===== src/rtl/uart_tx_mmio.sv =====
// uart_tx_mmio: memory-mapped 8N1 UART transmitter with a TX FIFO.
// Registers: TXDATA (+0), STATUS (+4), CTRL (+8), reserved (+C).
module uart_tx_mmio #(
    parameter int              XLEN       = 32,
    parameter logic [XLEN-1:0] BASE_ADDR  = 32'h1000_0000,
    parameter int              CLK_DIV    = 868,
    parameter int              FIFO_DEPTH = 8
) (
    input  logic            clock,
    input  logic            reset,
    input  logic            mem_load,
    input  logic            mem_store,
    input  logic [XLEN-1:0] address,
    input  logic [XLEN-1:0] store_data,
    output logic [XLEN-1:0] load_data,
    output logic            sel,
    output logic            txd,
    output logic            irq
);
    localparam int PW = $clog2(FIFO_DEPTH);
    localparam int CW = PW + 1;
    localparam int BW = $clog2(CLK_DIV);
    localparam logic [BW-1:0] BAUD_LOAD = BW'(CLK_DIV - 1);

    typedef enum logic [1:0] {IDLE, START, DATA, STOP} state_t;

    state_t          state;
    logic [BW-1:0]   baud;
    logic [2:0]      bit_idx;
    logic [7:0]      shift;
    logic [7:0]      mem [FIFO_DEPTH];
    logic [PW-1:0]   rd_ptr;
    logic [PW-1:0]   wr_ptr;
    logic [CW-1:0]   count;
    logic            irq_en;
    logic            overflow;

    logic            hit;
    logic [1:0]      off;
    logic            wr_en;
    logic            push_req;
    logic            push;
    logic            pop;
    logic            full;
    logic            empty;
    logic            busy;
    logic [XLEN-1:0] rdata;
    logic            unused_bits;

    assign hit      = (address[XLEN-1:4] == BASE_ADDR[XLEN-1:4]);
    assign sel      = hit;
    assign off      = address[3:2];
    assign wr_en    = mem_store & hit;
    assign push_req = wr_en & (off == 2'd0);
    assign full     = (count == CW'(FIFO_DEPTH));
    assign empty    = (count == '0);
    assign busy     = (state != IDLE);
    assign pop      = (state == IDLE) & ~empty;
    assign push     = push_req & (~full | pop);
    assign irq      = irq_en & empty & ~busy;

    assign unused_bits = ^{address[1:0], store_data[XLEN-1:8]};

    // FIFO bookkeeping plus the overflow and interrupt-enable registers
    always_ff @(posedge clock or posedge reset) begin
        if (reset) begin
            rd_ptr   <= '0;
            wr_ptr   <= '0;
            count    <= '0;
            overflow <= 1'b0;
            irq_en   <= 1'b0;
        end else begin
            if (push) wr_ptr <= wr_ptr + PW'(1);
            if (pop) rd_ptr <= rd_ptr + PW'(1);
            case ({push, pop})
                2'b10:   count <= count + CW'(1);
                2'b01:   count <= count - CW'(1);
                default: count <= count;
            endcase
            if (push_req && !push) overflow <= 1'b1;
            else if (wr_en && off == 2'd1) overflow <= 1'b0;
            if (wr_en && off == 2'd2) irq_en <= store_data[0];
        end
    end

    // FIFO storage; contents are don't-care until written
    always_ff @(posedge clock) begin
        if (push) mem[wr_ptr] <= store_data[7:0];
    end

    // Serialiser: txd is registered and updated together with the state
    always_ff @(posedge clock or posedge reset) begin
        if (reset) begin
            state   <= IDLE;
            baud    <= '0;
            bit_idx <= '0;
            shift   <= '0;
            txd     <= 1'b1;
        end else begin
            unique case (state)
                IDLE: begin
                    if (!empty) begin
                        shift <= mem[rd_ptr];
                        baud  <= BAUD_LOAD;
                        txd   <= 1'b0;
                        state <= START;
                    end
                end
                START: begin
                    if (baud == '0) begin
                        baud    <= BAUD_LOAD;
                        bit_idx <= '0;
                        txd     <= shift[0];
                        state   <= DATA;
                    end else begin
                        baud <= baud - BW'(1);
                    end
                end
                DATA: begin
                    if (baud == '0) begin
                        baud <= BAUD_LOAD;
                        if (bit_idx == 3'd7) begin
                            txd   <= 1'b1;
                            state <= STOP;
                        end else begin
                            shift   <= shift >> 1;
                            bit_idx <= bit_idx + 3'd1;
                            txd     <= shift[1];
                        end
                    end else begin
                        baud <= baud - BW'(1);
                    end
                end
                STOP: begin
                    if (baud == '0) state <= IDLE;
                    else baud <= baud - BW'(1);
                end
                default: state <= IDLE;
            endcase
        end
    end

    // Zero-latency read mux
    always_comb begin
        rdata = '0;
        case (off)
            2'd1: begin
                rdata[0]      = full;
                rdata[1]      = empty;
                rdata[2]      = busy;
                rdata[3]      = overflow;
                rdata[8 +: CW] = count;
            end
            2'd2:    rdata[0] = irq_en;
            default: rdata = '0;
        endcase
        load_data = (hit && mem_load && !reset) ? rdata : '0;
    end
endmodule


===== config.mk =====
export PLATFORM = sky130hd
export DESIGN_NAME = uart_tx_mmio
export DESIGN_NICKNAME = d
export VERILOG_FILES = /design/src/rtl/uart_tx_mmio.sv
export SDC_FILE = /design/constraint.sdc
export NUM_CORES = 1
export LEC_CHECK = 0
export BUFFER_PORTS_ARGS = -buffer_cell sky130_fd_sc_hd__buf_2
export CAP_MARGIN = 20
export CORE_ASPECT_RATIO = 1.1
export CORE_MARGIN = 2
export CORE_UTILIZATION = 40
export DETAILED_ROUTE_END_ITERATION = 7
export SYNTH_ARGS = -nofsm -noshare
export SYNTH_HDL_FRONTEND = slang
export SYNTH_SLANG_ARGS = --single-unit
export TNS_END_PERCENT = 20

===== constraint.sdc =====
create_clock -name clock -period 2.5 [get_ports clock]
set_input_delay 0.375 -clock clock [delete_from_list [all_inputs] [get_ports clock]]
set_output_delay 0.375 -clock clock [all_outputs]
set_load 0.01 [all_outputs]

==> results.tsv, run 1 <==
stage	metric	value	unit
sta	fmax	0.443	GHz
route	drcViolationCount	0	
final_layout	syn2layout_area_growth	16.2	%
placed_design	dp_slack	0.0649	ns
worst_setup_path	crit_fanout	5	
logic_synthesis	synth.largest_area_cell	edfxtp_1	
clocking	clk_latency	0.35	ns
global_route	gr-total-overflow	0	
route	drtPass1Iterations	4	
pwr	total_leakage_power	2.25	nW
worst_setup_path	critPathCaptureType	flop	
clocking	clockRootBuffer	clkbuf_16	
final_layout	antennaDiodeCount	0	
route	first_iter_violations	134	
placed_design	dpl.hpwl	6.24	mm
floorplan	dieArea	12900	sq um
worst_setup_path	start_kind	flop	
sta	post-route-period-util	90.4	%
clocking	cts_buffer_depth	2	
clocking	cts_sinks	100	
sta	maxSlewHeadroom	64.3	%
worst_setup_path	timing.rr.start	count[1]	
placed_design	gp_congestion	0.765	
final_layout	drive_gt1_share	28.5	%
floorplan	pin_count	103	
logic_synthesis	synth_edf_count	64	
clocking	cts_tree	done	
pwr	power_density	585	nW/um^2
clocking	numCtsBuffers	9	
worst_setup_path	criticalPathCategory	flop to flop	
worst_setup_path	worst-r2r-setup-slack	0.24	ns
sta	worstMarginPinSlew	0.530	ns
sta	rsz0062_at_grt	no	
logic_synthesis	syn_area	4810	sq um
floorplan	core_area	11900	sq um
logic_synthesis	synth_top_cell_area_share	39.9	%
logic_synthesis	synth_commonest_cells	edfxtp_1 (64), dfrtp_1 (35), nand2_1 (32)	
worst_setup_path	r2r_end	count[3]	
final_layout	multi_input_area	1810	sq um
logic_synthesis	yosysSeqAreaShare	58.7	%
global_route	grt_max_degree	37	
route	vias_per_cell	5.01	
sta	period_needed	2.26	ns
global_route	antenna_found_initial	0	
worst_setup_path	required	2.76	ns
logic_synthesis	ys_warn_count	0	
route	routed_wl	9.02	mm
floorplan	die_w	109	um
sta	fin_skew	0.00849	ns
sta	fin_tns_setup	0	ns
sta	hold_viol	0	
final_layout	fin_nets	509	
worst_setup_path	crit_slowest_cell	dfrtp_1	
logic_synthesis	synthCells	355	
worst_setup_path	r2r_cells	10	
floorplan	rows	42	
worst_setup_path	cp_top_family	simple AND/OR/NAND/NOR gates	
final_layout	area.sequential	2820	sq um
run	cap_viol_max_count	0	
logic_synthesis	ys_ff_latch	100	
worst_setup_path	crit_arrival	2.52	ns
placed_design	io_buffers	52	
logic_synthesis	avgSynthCellArea	13.6	sq um
logic_synthesis	synth-main-ff-cell	edfxtp_1	
route	ant_nets	0	
clocking	post_cts_resized	0	
global_route	grt_pass1_vias	2872	
run_status	status	complete, no violations	
sta	setup_slack	0.241	ns
sta	setup_viol	0	
placed_design	place_area	5290	sq um
final_layout	fillers	1059	
pwr	vdd_drop_max	0.656	mV
min_path	hold_path_class	primary input to async pin	
logic_synthesis	synthDistinctLibCells	50	
sta	slew_viol_final	0	
floorplan	die_h	119	um
clocking	cts_setup_buffers	0	
clocking	cts.clk_slew.worst_paths	0.07	ns
logic_synthesis	synth_most_common_cell	edfxtp_1	
worst_setup_path	max_stage_delay	0.44	ns
clocking	hold_buffers	0	
logic_synthesis	ys_top_cells_by_area	edfxtp_1 (40%), dfrtp_1 (18%), mux4_2 (7.5%)	
global_route	grt_pass1_wl	15.0	mm
route	vias	2929	
floorplan	initial_utilization	40.5	%
final_layout	fin_area	5600	sq um
logic_synthesis	synthArstFlopShare	36.0	%
route	wl_per_cell	15.4	um
worst_setup_path	worst-path-buf-inv	1	
worst_setup_path	timing.critical_path.cells	nor4_2 -> nand2_1 -> nand2_1 -> a21o_1 -> inv_1 -> ha_1 -> a21o_1 -> a21oi_1 -> mux2i_1 -> xor2_1	
clocking	h-tree-depth	3	
global_route	grt_usage	15.3	%
pwr	total_power	3.27	mW
[worst max path at each step]
| stage | start | end | slack [ns] | cells past startpoint |
|---|---|---|---|---|
| after floorplan | address[14] | mem[1][0] | -0.24 | 5 |
| after global placement | address[5] | count[3] | 0.08 | 11 |
| after detailed placement | address[5] | count[3] | 0.06 | 11 |
| after CTS | count[1] | count[3] | 0.19 | 10 |
| after global routing | count[1] | count[3] | 0.04 | 10 |
| final | count[1] | count[3] | 0.24 | 10 |
[cells by family after synthesis]
family / after synthesis / share of synthesized area (%)
buf+inv: 48 / 5.77
compound gates: 47 / 6.57
simple gates: 98 / 11.2
xor+xnor: 11 / 2.00
fa+ha+maj: 15 / 4.05
mux: 35 / 11.7
flops: 100 / 58.7
other cells: 1 / 0.0779
[layout by cell type, fill, tap and decap left out, types with 10 or more instances in the layout]
master	n
buf_2	52
conb_1	24
nand2_1	32
edfxtp_1	64
mux4_2	16
inv_1	13
buf_4	20
nor2_1	12
o21ai_0	15
mux2i_1	10
dfrtp_1	35
ha_1	14
[per-layer routing]
| layer | track usage (%) | share of wire [%] |
|---|---|---|
| met1 | 20.3 | 44 |
| met2 | 24.4 | 51 |
| met3 | 4.98 | 4.0 |
| met4 | 3.93 | 0.90 |
| met5 | 0 | 0 |
[metrics by stage]
stage	hold slack [ns]	utilization (%)	instances
after floorplan	0.448	-	378
after global placement	0.463	44.5	569
after detailed placement	0.473	44.5	569
after CTS	0.160	47.1	585
after global routing	0.175	47.1	585
final	0.135	47.1	585
[worst reg2reg max path, stage by stage (launching register included)]
cell,delay [ns]
dfrtp_1,0.44
nor4_2,0.32
nand2_1,0.13
nand2_1,0.10
a21o_1,0.11
inv_1,0.06
ha_1,0.27
a21o_1,0.18
a21oi_1,0.18
mux2i_1,0.24
xor2_1,0.16
[flip-flops by register name, indices dropped and copies added, names as in the netlist]
name and flops:
txd 1, shift 8, count 4, state 2, mem 64, bit_idx 3
wr_ptr 3, irq_en 1, overflow 1, baud 10, rd_ptr 3
[final cells by class]
class | instances | area share [%]
clock buffers | 9 | 4.03
multi-input cells | 230 | 32.4
flip-flops and latches | 100 | 50.5
inverters | 13 | 0.872
well taps | 154 | 3.44
repair buffers | 72 | 7.33
clock inverters | 7 | 1.48
[power breakdown]
part           internal [mW]  switching, mW  total (mW)
Clock                  0.794          0.635        1.43
Sequential              1.76  0.00000000708        1.76
Combinational         0.0278         0.0544      0.0822
Total                   2.58          0.689        3.27
(Power assumes the default switching activity.)
==> inputs of run 2 (changes only) <==
--- a/config.mk
+++ b/config.mk
@@ -11,6 +11,7 @@
 export CORE_MARGIN = 2
 export CORE_UTILIZATION = 40
 export DETAILED_ROUTE_END_ITERATION = 7
+export REMOVE_ABC_BUFFERS = 1
 export SYNTH_ARGS = -nofsm -noshare
 export SYNTH_HDL_FRONTEND = slang
 export SYNTH_SLANG_ARGS = --single-unit
==> results.tsv, run 2 (synthesis gave the netlist of run 1 again) <==
stage	metric	value	unit	change
route	routed_wl	8.96	mm	-0.64%
final_layout	fillers	1051		-0.76%
min_path	hold_path_class	primary input to async pin		
final_layout	area.sequential	2820	sq um	unchanged
final_layout	largest_reg_flops	64		unchanged
pwr	swShare	22.1	%	+1.1 points
worst_setup_path	criticalPathCategory	flop to flop		
run	cap_viol_max_count	0		unchanged
worst_setup_path	r2r_cells	10		unchanged
placed_design	gp_congestion	0.781		+2.2%
route	vias_per_cell	4.98		-0.51%
clocking	cts_tree	done		
pwr	seq_power_share	54.9	%	+1.1 points
route	vias	2914		-0.51%
run_status	status	complete, no violations		
route	wl_per_cell	15.3	um	-0.64%
placed_design	dpl.hpwl	6.25	mm	+0.15%
worst_setup_path	crit_slowest_cell	dfrtp_1		
worst_setup_path	start_kind	flop		
floorplan	pin_count	103		unchanged
sta	maxSlewHeadroom	60.2	%	-4.1 points
sta	fin_skew	0.00671	ns	-0.00178 ns
clocking	numCtsBuffers	9		unchanged
route	ant_nets	0		unchanged
clocking	post_cts_resized	0		unchanged
global_route	antenna_found_initial	0		unchanged
sta	post-route-period-util	90.8	%	+0.49 points
final_layout	reg.largest.list	mem: 64 flops, baud: 10 flops, shift: 8 flops		
final_layout	multi_input_area	1810	sq um	unchanged
final_layout	syn2layout_area_growth	16.1	%	
pwr	total_power	3.21	mW	-1.9%
clocking	cts_sinks	100		unchanged
sta	rsz0062_at_grt	no		
final_layout	antennaDiodeCount	0		unchanged
worst_setup_path	timing.rr.start	count[1]		
final_layout	fin_nets	509		unchanged
clocking	h-tree-depth	3		unchanged
worst_setup_path	required	2.77	ns	about the same
clocking	cts.clk_slew.worst_paths	0.07	ns	about the same
floorplan	rows	42		unchanged
sta	period_needed	2.27	ns	+0.0123 ns
sta	setup_viol	0		unchanged
worst_setup_path	worst-r2r-setup-slack	0.23	ns	about the same
pwr	power_density	574	nW/um^2	-1.8%
route	drtPass1Iterations	4		unchanged
worst_setup_path	crit_fanout	5		unchanged
global_route	grt_usage	15.1	%	-0.23 points
worst_setup_path	critPathCaptureType	flop		
route	drcViolationCount	0		unchanged
worst_setup_path	r2r_end	count[3]		
placed_design	io_buffers	52		unchanged
final_layout	final_common_cell	edfxtp_1		
sta	slew_viol_final	0		unchanged
pwr	total_leakage_power	2.25	nW	-0.30%
sta	fmax	0.440	GHz	-0.54%
clocking	hold_buffers	0		unchanged
worst_setup_path	worstSetupEndpoint	count[3]		
floorplan	dieArea	12900	sq um	unchanged
pwr	comb_power_share	2.6	%	about the same
global_route	gr-total-overflow	0		unchanged
final_layout	drive_gt1_share	28.8	%	+0.23 points
route	first_iter_violations	139		+3.7%
worst_setup_path	worst-path-buf-inv	1		unchanged
worst_setup_path	cp_top_family	simple AND/OR/NAND/NOR gates		
worst_setup_path	timing.critical_path.cells	nor4_2 -> nand2_1 -> nand2_1 -> a21o_1 -> inv_1 -> ha_1 -> a21o_1 -> a21oi_1 -> mux2i_1 -> xor2_1		
worst_setup_path	worstSetupStartpoint	count[1]		
sta	hold_viol	0		unchanged
worst_setup_path	max_stage_delay	0.44	ns	about the same
global_route	grt_pass1_vias	2910		+1.3%
floorplan	die_w	109	um	unchanged
floorplan	core_area	11900	sq um	unchanged
clocking	clockRootBuffer	clkbuf_16		
pwr	vdd_drop_max	0.464	mV	-29%
clocking	clk_latency	0.34	ns	about the same
final_layout	regMostFlops	mem		
worst_setup_path	cp.depth	10		unchanged
final_layout	layout.cells.most_common_list	edfxtp_1 (64), buf_2 (52), dfrtp_1 (35)		
sta	fin_tns_setup	0	ns	unchanged
pwr	power.internal	2.50	mW	-3.3%
clocking	cts_buffer_depth	2		unchanged
clocking	cts_setup_buffers	0		unchanged
floorplan	initial_utilization	40.5	%	unchanged
floorplan	die_h	119	um	unchanged
pwr	p_clk_share	42.6	%	-1.1 points
sta	worstMarginPinSlew	0.590	ns	+0.0607 ns
pwr	p_switching	711	uW	+3.1%
worst_setup_path	crit_arrival	2.54	ns	+0.02 ns
global_route	grt_pass1_wl	14.9	mm	-0.28%
final_layout	utilization	47.1	%	-0.063 points
global_route	grt_max_degree	37		unchanged
## run 2: cell type report
| cell class | count | area share [%] |
|---|---|---|
| sequential | 100 | 50.5 |
| multi-input combinational | 230 | 32.4 |
| timing repair buffer | 72 | 7.34 |
| clock buffer | 9 | 4.03 |
| tap | 154 | 3.45 |
| clock inverter | 7 | 1.34 |
| inverter | 13 | 0.873 |
## run 2: worst reg2reg max path, delay by kind of cell (launching register included)
family                     cells  cell delay (ns)
and+or+nand+nor                3             0.56
AOI/OAI and AO/OA              3             0.47
DFF                            1             0.44
adders and majority gates      1             0.27
muxes                          1             0.25
xor gates and xnor gates       1             0.16
buffers and inverters          1             0.06
## run 2: worst min path at each step
stage | startpoint | to | slack, ns | depth (start not counted)
6_report | reset | wr_ptr[2] | 0.15 | 3
4_1_cts | reset | overflow | 0.17 | 3
3_3_place_gp | shift[4] | shift[4] | 0.46 | 2
2_1_floorplan | shift[7] | shift[7] | 0.45 | 2
3_5_place_dp | shift[6] | shift[6] | 0.48 | 2
5_1_grt | reset | irq_en | 0.21 | 3
## run 2: stage by stage
stage / area [sq um] / hold WS (ns) / setup slack (ns) / cells
floorplan: 4670 / 0.448 / -0.249 / 343
global placement: 5290 / 0.464 / 0.0695 / 569
detailed placement: 5290 / 0.478 / 0.0561 / 569
CTS: 5590 / 0.170 / 0.192 / 585
global route: 5590 / 0.206 / 0.0462 / 585
finish: 5590 / 0.148 / 0.229 / 585
## run 2: layer usage
layer	vias up	part of all wire (%)	global-route usage, %
met5	-	0	0
met4	0	1.0	4.41
met3	7	2.8	3.67
met2	43	51	25.0
met1	1450	45	19.7
li1	1414	-	-
## run 2: power by group through the flow
stage / registers, mW / clock network (mW) / logic [mW]
floorplan: 1.80 / 0 / 0.0319
global placement: 1.80 / 0 / 0.0805
detailed placement: 1.80 / 0 / 0.0830
CTS: 1.76 / 1.40 / 0.0832
global route: 1.76 / 1.47 / 0.0955
finish: 1.76 / 1.37 / 0.0825
==> inputs of run 3 (changes only) <==
--- a/config.mk
+++ b/config.mk
@@ -11,6 +11,7 @@
 export CORE_MARGIN = 2
 export CORE_UTILIZATION = 40
 export DETAILED_ROUTE_END_ITERATION = 7
+export RECOVER_POWER = 100
 export REMOVE_ABC_BUFFERS = 1
 export SYNTH_ARGS = -nofsm -noshare
 export SYNTH_HDL_FRONTEND = slang
==> results.tsv, run 3 (synthesis gave the netlist of run 1 again) <==
stage	metric	value	unit	change
clocking	cts_setup_buffers	0		unchanged
pwr	total_leakage_power	2.17	nW	-3.2%
global_route	grt_pass1_wl	14.9	mm	unchanged
final_layout	syn2layout_area_growth	14.6	%	
worst_setup_path	required	2.52	ns	-0.25 ns
sta	setup_viol	0		unchanged
min_path	hold_path_class	primary input to flop		
sta	slew_viol_final	37		+37
final_layout	final_common_cell	edfxtp_1		
final_layout	fin_cells	585		unchanged
final_layout	drive_gt1_share	24.1	%	-4.6 points
floorplan	die_w	109	um	unchanged
worst_setup_path	crit_fanout	8		+3
worst_setup_path	crit_arrival	2.31	ns	-0.23 ns
clocking	post_cts_resized	0		unchanged
placed_design	place_inst	569		unchanged
final_layout	regMostFlops	mem		
run_status	status	finished with violations		
clocking	clk_latency	0.34	ns	about the same
clocking	cts_tree	done		
clocking	h-tree-depth	3		unchanged
global_route	grt_pass1_vias	2910		unchanged
route	wl_per_cell	15.3	um	about the same
clocking	numCtsBuffers	9		unchanged
placed_design	io_buffers	52		unchanged
min_path	min_from	store_data[4]		
pwr	vdd_drop_max	0.464	mV	about the same
worst_setup_path	r2r_end	mem[1][3]		
pwr	total_power	3.21	mW	about the same
clocking	cts_sinks	100		unchanged
global_route	grt_max_degree	37		unchanged
placed_design	dpl.hpwl	6.25	mm	unchanged
worst_setup_path	critPathCaptureType	flop		
floorplan	core_area	11900	sq um	unchanged
sta	maxSlewHeadroom	-34.2	%	-94 points
final_layout	antennaDiodeCount	0		unchanged
sta	setup_slack	0.207	ns	-0.0214 ns
pwr	power_density	581	nW/um^2	+1.2%
route	ant_nets	0		unchanged
sta	fin_tns_setup	0	ns	unchanged
clocking	cts_buffer_depth	2		unchanged
placed_design	gp_congestion	0.781		unchanged
final_layout	fin_area	5520	sq um	-1.2%
worst_setup_path	worstSetupStartpoint	state[1]		
global_route	gr-total-overflow	0		unchanged
floorplan	initial_utilization	40.5	%	unchanged
placed_design	place_area	5290	sq um	unchanged
route	vias_per_cell	4.98		about the same
global_route	antenna_found_initial	0		unchanged
worst_setup_path	start_kind	flop		
sta	worstMarginPinSlew	2.01	ns	+1.42 ns
run	cap_viol_max_count	1		+1
final_layout	largest_reg_flops	64		unchanged
final_layout	fin_nets	509		unchanged
sta	fin_skew	0.00583	ns	-0.000885 ns
sta	post-route-period-util	91.7	%	+0.86 points
global_route	grt_usage	15.1	%	unchanged
run_status	violations	max-capacitance violations, max-slew violations		
clocking	cts.clk_slew.worst_paths	0.07	ns	about the same
route	first_iter_violations	150		+7.9%
worst_setup_path	timing.rr.start	state[1]		
final_layout	fillers	1063		+1.1%
worst_setup_path	worst-r2r-setup-slack	0.21	ns	-0.02 ns
min_path	hold_end	mem[2][4]		
route	drcViolationCount	0		unchanged
worst_setup_path	r2r_cells	7		-3
clocking	hold_buffers	0		unchanged
final_layout	layout.cells.most_common_list	edfxtp_1 (64), buf_2 (39), dfrtp_1 (35)		
sta	hold_viol	0		unchanged
worst_setup_path	criticalPathCategory	flop to flop		
floorplan	dieArea	12900	sq um	unchanged
min_path	hold_depth	1		
route	drtPass1Iterations	4		unchanged
floorplan	rows	42		unchanged
sta	fmax	0.436	GHz	-0.93%
sta	rsz0062_at_grt	no		
final_layout	reg.largest.list	mem: 64 flops, baud: 10 flops, shift: 8 flops		
floorplan	die_h	119	um	unchanged
route	vias	2915		+0.034%
clocking	clockRootBuffer	clkbuf_16		
placed_design	dp_slack	0.0561	ns	unchanged
route	routed_wl	8.96	mm	about the same
sta	period_needed	2.29	ns	+0.0214 ns
floorplan	pin_count	103		unchanged
==> run 3: cell count changes in the layout (fill, tap and decap cells not counted), sizes merged <==
cell / delta
clkbuf: +25
buf: -25
==> run 3: worst max-delay path, stage by stage (launching register included) <==
cell and delay [ns]:
dfrtp_1 0.41, inv_1 0.11, ha_1 0.24, inv_1 0.13, nand3_1 0.17, nand3_1 0.25, nor4b_1 0.31, clkbuf_2 0.35
==> run 3: where the power goes <==
group	leakage, nW	internal, mW	switching [mW]
clock	0.145	0.710	0.657
combinational	1.03	0.0254	0.0543
sequential	1.00	1.76	0.00000000747
==> run 3: how the worst max path moves through the flow <==
stage                     end  depth (start not counted)
finish              mem[1][3]                          7
global placement     count[3]                         11
floorplan           mem[2][0]                          5
global route        mem[5][5]                          8
CTS                  count[3]                         10
detailed placement   count[3]                         11
==> run 3: layout make-up <==
type	instances	area [sq um]	share of cell area, %
clock buffers	9	225	4.08
clock inverters	7	75.1	1.36
inverters	13	48.8	0.884
multi-input cells	230	1800	32.5
flip-flops and latches	100	2820	51.2
well taps	154	193	3.49
repair buffers	72	358	6.48
==> run 3: metal layers <==
metal | up-vias | GRT usage, % | share of wire [%]
li1 | 1416 | - | -
met1 | 1447 | 19.7 | 45
met2 | 45 | 25.0 | 51
met3 | 7 | 3.67 | 2.9
met4 | 0 | 4.41 | 1.0
met5 | - | 0 | 0
==> run 3: per-stage QoR <==
step | utilization (%) | hold slack [ns]
after floorplan | - | 0.448
after global placement | 44.5 | 0.464
after detailed placement | 44.5 | 0.478
after CTS | 47.1 | 0.170
after global routing | 46.5 | 0.385
final | 46.5 | 0.367
